--- src/rtl/logic_fetch_if.sv ---
// Game of Life fetch stage bus: board read port,
// PE neighbourhood stream and writeback framing.
interface logic_fetch_if #(
  parameter int WORD_SIZE = 16,
  parameter int NUM_PE    = 4,
  parameter int ADDR_W    = 8
);
  logic                  start_in;
  logic                  stall_in;
  logic [ADDR_W-1:0]     addr_r_out;
  logic [WORD_SIZE-1:0]  data_r_in;
  logic [9*NUM_PE-1:0]   neighbors_out;
  logic                  start_out;
  logic                  stall_out;
  logic                  done_out;

  modport master (
    input  start_in, stall_in, data_r_in,
    output addr_r_out, neighbors_out,
    output start_out, stall_out, done_out
  );

  modport slave (
    output start_in, stall_in, data_r_in,
    input  addr_r_out, neighbors_out,
    input  start_out, stall_out, done_out
  );
endinterface

--- src/rtl/logic_fetch.sv ---
// Game of Life fetch stage: streams the board through a
// 3-row x 3-word window and emits PE neighbourhoods.
module logic_fetch #(
  parameter int BOARD_W   = 64,
  parameter int BOARD_H   = 48,
  parameter int WORD_SIZE = 16,
  parameter int NUM_PE    = 4,
  parameter int ADDR_W    =
    $clog2(BOARD_W * BOARD_H / WORD_SIZE)
) (
  input logic          clk_in,
  input logic          rst_in,
  logic_fetch_if.master bus
);
  localparam int WPR = BOARD_W / WORD_SIZE;
  localparam int KN  = WORD_SIZE / NUM_PE;
  localparam int RW  = $clog2(BOARD_H);
  localparam int CW  = $clog2(WPR + 1);
  localparam int PW  = (KN > 4) ? $clog2(KN) : 2;

  typedef enum logic [1:0] {
    IDLE, FETCH, EMIT, DONE
  } state_t;

  state_t                     state;
  logic [RW-1:0]              r;
  logic [CW-1:0]              c;
  logic [PW-1:0]              ph;
  logic                       prime;
  logic                       first;
  logic [2:0][WORD_SIZE-1:0]  wl;
  logic [2:0][WORD_SIZE-1:0]  wc;
  logic [2:0][WORD_SIZE-1:0]  wr;
  logic [ADDR_W-1:0]          addr_q;
  logic [ADDR_W-1:0]          addr_cur;
  logic [CW-1:0]              fw;
  logic                       fw_ok;
  logic [3:0]                 rok;
  logic [1:0]                 cap_ix;
  logic [WORD_SIZE-1:0]       cap;
  logic [2:0][WORD_SIZE+1:0]  ext;
  logic [9*NUM_PE-1:0]        nb;
  logic                       emit_v;

  // Word being fetched and which window rows lie on the board.
  always_comb begin
    fw     = prime ? '0 : c + 1'b1;
    fw_ok  = fw < CW'(WPR);
    rok    = {1'b0, r != RW'(BOARD_H - 1), 1'b1, r != '0};
    cap_ix = 2'(ph - 1'b1);
    cap    = (rok[cap_ix] && fw_ok) ? bus.data_r_in : '0;
  end

  // Read address for the row issued in FETCH phases 0..2.
  always_comb begin
    addr_cur = '0;
    if (state == FETCH && ph < PW'(3) &&
        rok[ph[1:0]] && fw_ok)
      addr_cur = ADDR_W'((int'(r) + int'(ph) - 1) * WPR
                         + int'(fw));
  end

  assign ext[0] = {wr[0][0], wc[0], wl[0][WORD_SIZE-1]};
  assign ext[1] = {wr[1][0], wc[1], wl[1][WORD_SIZE-1]};
  assign ext[2] = {wr[2][0], wc[2], wl[2][WORD_SIZE-1]};

  // Slice the 3x3 neighbourhood of each PE's cell.
  always_comb begin
    nb = '0;
    for (int p = 0; p < NUM_PE; p++) begin
      nb[9*p +: 3]   = ext[0][int'(ph)*NUM_PE + p +: 3];
      nb[9*p+3 +: 3] = ext[1][int'(ph)*NUM_PE + p +: 3];
      nb[9*p+6 +: 3] = ext[2][int'(ph)*NUM_PE + p +: 3];
    end
  end

  assign emit_v            = state == EMIT && !bus.stall_in;
  assign bus.neighbors_out = emit_v ? nb : '0;
  assign bus.stall_out     = !emit_v;
  assign bus.start_out     = emit_v && first && ph == '0;
  assign bus.done_out      = state == DONE && !bus.stall_in;
  assign bus.addr_r_out    = bus.stall_in ? addr_q : addr_cur;

  // Sequencer: row/word walk, window loads, frozen on stall.
  always_ff @(posedge clk_in or posedge rst_in) begin
    if (rst_in) begin
      state  <= IDLE;
      r      <= '0;
      c      <= '0;
      ph     <= '0;
      prime  <= 1'b0;
      first  <= 1'b0;
      wl     <= '0;
      wc     <= '0;
      wr     <= '0;
      addr_q <= '0;
    end else if (!bus.stall_in) begin
      addr_q <= addr_cur;
      unique case (state)
        IDLE: begin
          if (bus.start_in) begin
            state <= FETCH;
            r     <= '0;
            c     <= '0;
            ph    <= '0;
            prime <= 1'b1;
            first <= 1'b1;
            wl    <= '0;
            wc    <= '0;
            wr    <= '0;
          end
        end
        FETCH: begin
          ph <= ph + 1'b1;
          if (ph == '0) begin
            wl <= wc;
            wc <= wr;
          end else begin
            wr[cap_ix] <= cap;
          end
          if (ph == PW'(3)) begin
            ph <= '0;
            if (prime) prime <= 1'b0;
            else       state <= EMIT;
          end
        end
        EMIT: begin
          ph <= ph + 1'b1;
          if (ph == '0) first <= 1'b0;
          if (ph == PW'(KN - 1)) begin
            ph <= '0;
            if (c != CW'(WPR - 1)) begin
              c     <= c + 1'b1;
              state <= FETCH;
            end else if (r != RW'(BOARD_H - 1)) begin
              r     <= r + 1'b1;
              c     <= '0;
              prime <= 1'b1;
              wl    <= '0;
              wc    <= '0;
              wr    <= '0;
              state <= FETCH;
            end else begin
              state <= DONE;
            end
          end
        end
        DONE: state <= IDLE;
        default: state <= IDLE;
      endcase
    end
  end
endmodule

--- src/flat_wrapper.sv ---
// flat-port wrapper written by rule: the top's interface ports become plain ports
module logic_fetch_flat 
#(
  parameter int BOARD_W   = 64,
  parameter int BOARD_H   = 48,
  parameter int WORD_SIZE = 16,
  parameter int NUM_PE    = 4,
  parameter int ADDR_W    =
    $clog2(BOARD_W * BOARD_H / WORD_SIZE)
)
  (clk_in, rst_in, bus_start_in, bus_stall_in, bus_data_r_in, bus_addr_r_out, bus_neighbors_out, bus_start_out, bus_stall_out, bus_done_out);
  logic_fetch_if #(.WORD_SIZE(WORD_SIZE), .NUM_PE(NUM_PE), .ADDR_W(ADDR_W)) bus_i ();
  input logic clk_in;
  input logic rst_in;
  input wire logic [$bits(bus_i.start_in)-1:0] bus_start_in;
  input wire logic [$bits(bus_i.stall_in)-1:0] bus_stall_in;
  input wire logic [$bits(bus_i.data_r_in)-1:0] bus_data_r_in;
  output wire logic [$bits(bus_i.addr_r_out)-1:0] bus_addr_r_out;
  output wire logic [$bits(bus_i.neighbors_out)-1:0] bus_neighbors_out;
  output wire logic [$bits(bus_i.start_out)-1:0] bus_start_out;
  output wire logic [$bits(bus_i.stall_out)-1:0] bus_stall_out;
  output wire logic [$bits(bus_i.done_out)-1:0] bus_done_out;
  assign bus_i.start_in = bus_start_in;
  assign bus_i.stall_in = bus_stall_in;
  assign bus_i.data_r_in = bus_data_r_in;
  assign bus_addr_r_out = bus_i.addr_r_out;
  assign bus_neighbors_out = bus_i.neighbors_out;
  assign bus_start_out = bus_i.start_out;
  assign bus_stall_out = bus_i.stall_out;
  assign bus_done_out = bus_i.done_out;
  logic_fetch #(.BOARD_W(BOARD_W), .BOARD_H(BOARD_H), .WORD_SIZE(WORD_SIZE), .NUM_PE(NUM_PE), .ADDR_W(ADDR_W)) u_core (.clk_in(clk_in), .rst_in(rst_in), .bus(bus_i));
endmodule
--- config.mk ---
export PLATFORM = sky130hd
export DESIGN_NAME = logic_fetch_flat
export DESIGN_NICKNAME = d
export VERILOG_FILES = /design/src/rtl/logic_fetch_if.sv /design/src/rtl/logic_fetch.sv /design/src/flat_wrapper.sv
export SDC_FILE = /design/constraint.sdc
export NUM_CORES = 1
export LEC_CHECK = 0
export BUFFER_PORTS_ARGS = -buffer_cell sky130_fd_sc_hd__buf_2
export CAP_MARGIN = 5
export CORE_UTILIZATION = 45
export CTS_CLUSTER_SIZE = 10
export DETAILED_ROUTE_END_ITERATION = 10
export PLACE_DENSITY_LB_ADDON = 0.05
export SYNTH_ARGS = -nofsm -noshare
export SYNTH_HDL_FRONTEND = slang
export SYNTH_SLANG_ARGS = --single-unit
--- constraint.sdc ---
create_clock -name clk_in -period 9.92 [get_ports clk_in]
set_input_delay 1.488 -clock clk_in [delete_from_list [all_inputs] [get_ports clk_in]]
set_output_delay 1.488 -clock clk_in [all_outputs]
set_load 0.01 [all_outputs]
==> flow_metrics.env <==
export IMPL_grt_pass1_vias=3927
export IMPL_critPathCaptureType="primary output"
export IMPL_critPathTopFamily="flip-flops"
export IMPL_crit_fanout=23
export IMPL_drv_cap=0
export IMPL_rr_worst_depth=9
export IMPL_gp_congestion=0.773
export IMPL_antenna_found_initial=0
export IMPL_peakVddDrop_mv=0.158
export IMPL_postCtsResizedCells=0
export IMPL_clock_skew_ns=0.00658
export IMPL_fin_nets=563
export IMPL_cts_setup_buffers=0
export IMPL_min_to="u_core.ext[34]"
export IMPL_finalSetupViolations=0
export IMPL_power_density_nw_per_um2=270
export IMPL_clock_path_buffers=2
export IMPL_cts_root_buf="clkbuf_16"
export IMPL_min_period_ns=5.39
export IMPL_synthSimpleGateAreaFrac=0.0685
export IMPL_die_h_um=117
export IMPL_synth_xor_area_frac=0.00880
export IMPL_drt_pass1_iterations=5
export IMPL_synth_nets=526
export IMPL_reg2reg_to="u_core.addr_q[7]"
export IMPL_globalRoute_totalOverflow=0
export IMPL_max_freq_mhz=185
export IMPL_rows=41
export IMPL_grt_total_usage=0.221
export IMPL_wl_per_cell_um=20.0
export IMPL_ys_top_cells_by_count="dfrtp_1 (122), a22o_1 (105), ha_1 (28), and3_1 (24), inv_1 (22)"
export IMPL_yosysMostFrequentCell="dfrtp_1"
export IMPL_rsz0062_at_grt="false"
export IMPL_r2r_start="u_core.ph[1]"
export IMPL_drv_slew=0
export IMPL_synth_main_ff_cell="dfrtp_1"
export IMPL_netlist_area_um2=5970
export IMPL_crit_path_max_incr_delay_ns=1.06
export IMPL_ys_seq_area_frac=0.511
export IMPL_ant_nets=0
export IMPL_cts_sinks=122
export IMPL_worstPathCellList="inv_1 > ha_1 > inv_1 > ha_1 > fa_1 > xnor2_1 > nand4_1 > or3_1 > a32o_1 > buf_2"
export IMPL_synth_area_leader_cell="dfrtp_1"
export IMPL_netlist_cell_type_count=43
export IMPL_clock_latency_ns=0.41
export IMPL_worstPathArrival_ns=3.91
export IMPL_synth_mux_area_frac=0.0748
export IMPL_synth_area_leaders="dfrtp_1 (51%), a22o_1 (15%), mux4_2 (6.8%)"
export IMPL_die_area_um2=13700
export IMPL_power_leakage_uw=0.00343
export IMPL_port_buffers=66
export IMPL_cp_slowest_cell="dfrtp_1"
export IMPL_cts_buffers=17
export IMPL_cts_max_level=4
export IMPL_synth_area_per_cell_um2=12.5
export IMPL_async_flop_share=1.00
export IMPL_path_clk_slew_ns=0.05
export IMPL_num_vias=4088
export IMPL_synth_fa_ha_area_frac=0.0620
export IMPL_setup_slack_ns=4.53
export IMPL_worst_hold_startpoint="u_core.wr[31]"
export IMPL_holdBufCountCts=0
export IMPL_synth_compound_area_share=0.204
export IMPL_startpoint_type="flop"
export IMPL_critPathRequiredTime_ns=8.43
export IMPL_place_ws_ns=4.94
export IMPL_ios=67
export IMPL_synthDominantCellAreaShare=0.511
export IMPL_worstMarginPinSlew_ns=1.09
export IMPL_setup_tns_ns=0
export IMPL_post_route_drc_count=0
export IMPL_critPathKind="reg2out"
export IMPL_hpwlAfterDp_um=8730
export IMPL_hold_class="reg2reg"
export IMPL_outcome="finished clean"
export IMPL_hold_viol=0
export IMPL_crit_buf_inv=3
export IMPL_drive_gt1_frac=0.225
export IMPL_cts_tree="yes"
export IMPL_rrSetupSlack_ns=6.44
export IMPL_synth_top_family_by_area="compound AO/OA/AOI/OAI gates"
export IMPL_synth_seq_cells=122
export IMPL_grt_max_degree=72
export IMPL_initial_utilization=0.467
export IMPL_die_x_um=117
export IMPL_hold_path_depth=1
export IMPL_diodes=0
export IMPL_core_um2=12800
export IMPL_synth_edf_count=0
export IMPL_yosysWarnings=0
export IMPL_drt_initial_drc_count=295
export IMPL_syn_inst=477
export IMPL_grt_pass1_wl_um=22100
export IMPL_area_growth_syn_to_layout_pct=13.1
export IMPL_fin_crit_sh=0.544
export IMPL_vias_per_cell=5.90
export IMPL_max_slew_margin=0.272
export IMPL_wl_um=13800
## cells by family (layout without fill, tap and decap cells)
group,count (synthesis),in the layout
flops,122,122
fa+ha+maj,29,29
mux,22,22
simple gates,78,78
buf+inv,74,118
xor+xnor,6,6
compound gates,146,146
## how the worst max path moves through the flow
stage,slack [ns],start,cells past startpoint,end
3_5_place_dp,4.94,u_core.ph[1],10,bus_addr_r_out[7]
2_1_floorplan,5.19,rst_in,1,u_core.addr_q[0]
4_1_cts,4.47,u_core.ph[1],10,bus_addr_r_out[7]
5_1_grt,4.22,u_core.ph[1],10,bus_addr_r_out[7]
6_report,4.53,u_core.ph[1],10,bus_addr_r_out[7]
3_3_place_gp,5.03,u_core.ph[1],10,bus_addr_r_out[7]
## final cells by class
| cell class | count | area, um2 |
|---|---|---|
| clock buffer | 22 | 474 |
| clock inverter | 4 | 70.1 |
| fill | 1108 | 6020 |
| inverter | 23 | 88.8 |
| multi-input combinational | 281 | 2500 |
| sequential | 122 | 3050 |
| tap | 172 | 215 |
| timing repair buffer | 69 | 353 |
## per-stage QoR
| stage | util | power, uW | hold slack [ns] | std cells | area, um2 |
|---|---|---|---|---|---|
| final | 0.529 | 1820 | 0.487 | 693 | 6750 |
| after global routing | 0.529 | 1940 | 0.501 | 693 | 6750 |
| after CTS | 0.529 | 1840 | 0.489 | 693 | 6750 |
| after detailed placement | 0.486 | 1240 | 0.476 | 667 | 6210 |
| after global placement | 0.486 | 1240 | 0.475 | 667 | 6210 |
| after floorplan | - | 1100 | 0.466 | 477 | 5970 |
## placed cells by master (no fill, tap or decap), drive strengths merged, types with 2 or more instances in the layout
master  count
or4         2
ha         28
or3         2
and3       24
a32o        4
nor4        2
a21o        7
nand4       2
a21oi      11
a22o      105
bufinv      2
nand3       9
mux4       18
buf        69
nor3        3
o21ai      11
xnor2       3
nor2       10
mux2i       3
inv        23
clkinv      2
xor2        3
dfrtp     122
a31oi       2
nand2      19
clkbuf     22
## routing by layer
metal / GRT usage / vias up / routed length, um
li1: - / 1844 / -
met1: 0.326 / 2104 / 6730
met2: 0.318 / 129 / 6190
met3: 0.0633 / 11 / 838
met4: 0.0624 / 0 / 87
met5: 0 / - / 0
## registers in the layout (all words and copies together) (netlist names)
| register | flops |
|---|---|
| u_core.ext | 54 |
| u_core.wr | 45 |
| u_core.addr_q | 8 |
| u_core.r | 6 |
| u_core.c | 3 |
| u_core.ph | 2 |
| u_core.state | 2 |
| u_core.first | 1 |
| u_core.prime | 1 |
## report_power, final
| group | internal [uW] | total [uW] | switching [uW] |
|---|---|---|---|
| sequential | 574 | 645 | 70.8 |
| combinational | 227 | 596 | 369 |
| clock | 380 | 582 | 202 |
## worst register-to-register path: stages (launching register included)
cell     delay [ns]
dfrtp_1        1.06
inv_1          0.24
ha_1           0.36
inv_1          0.04
ha_1           0.21
fa_1           0.40
xnor2_1        0.30
nand4_1        0.15
or3_1          0.33
a32o_1         0.27
Note: power is estimated with default switching activity, not from simulation.
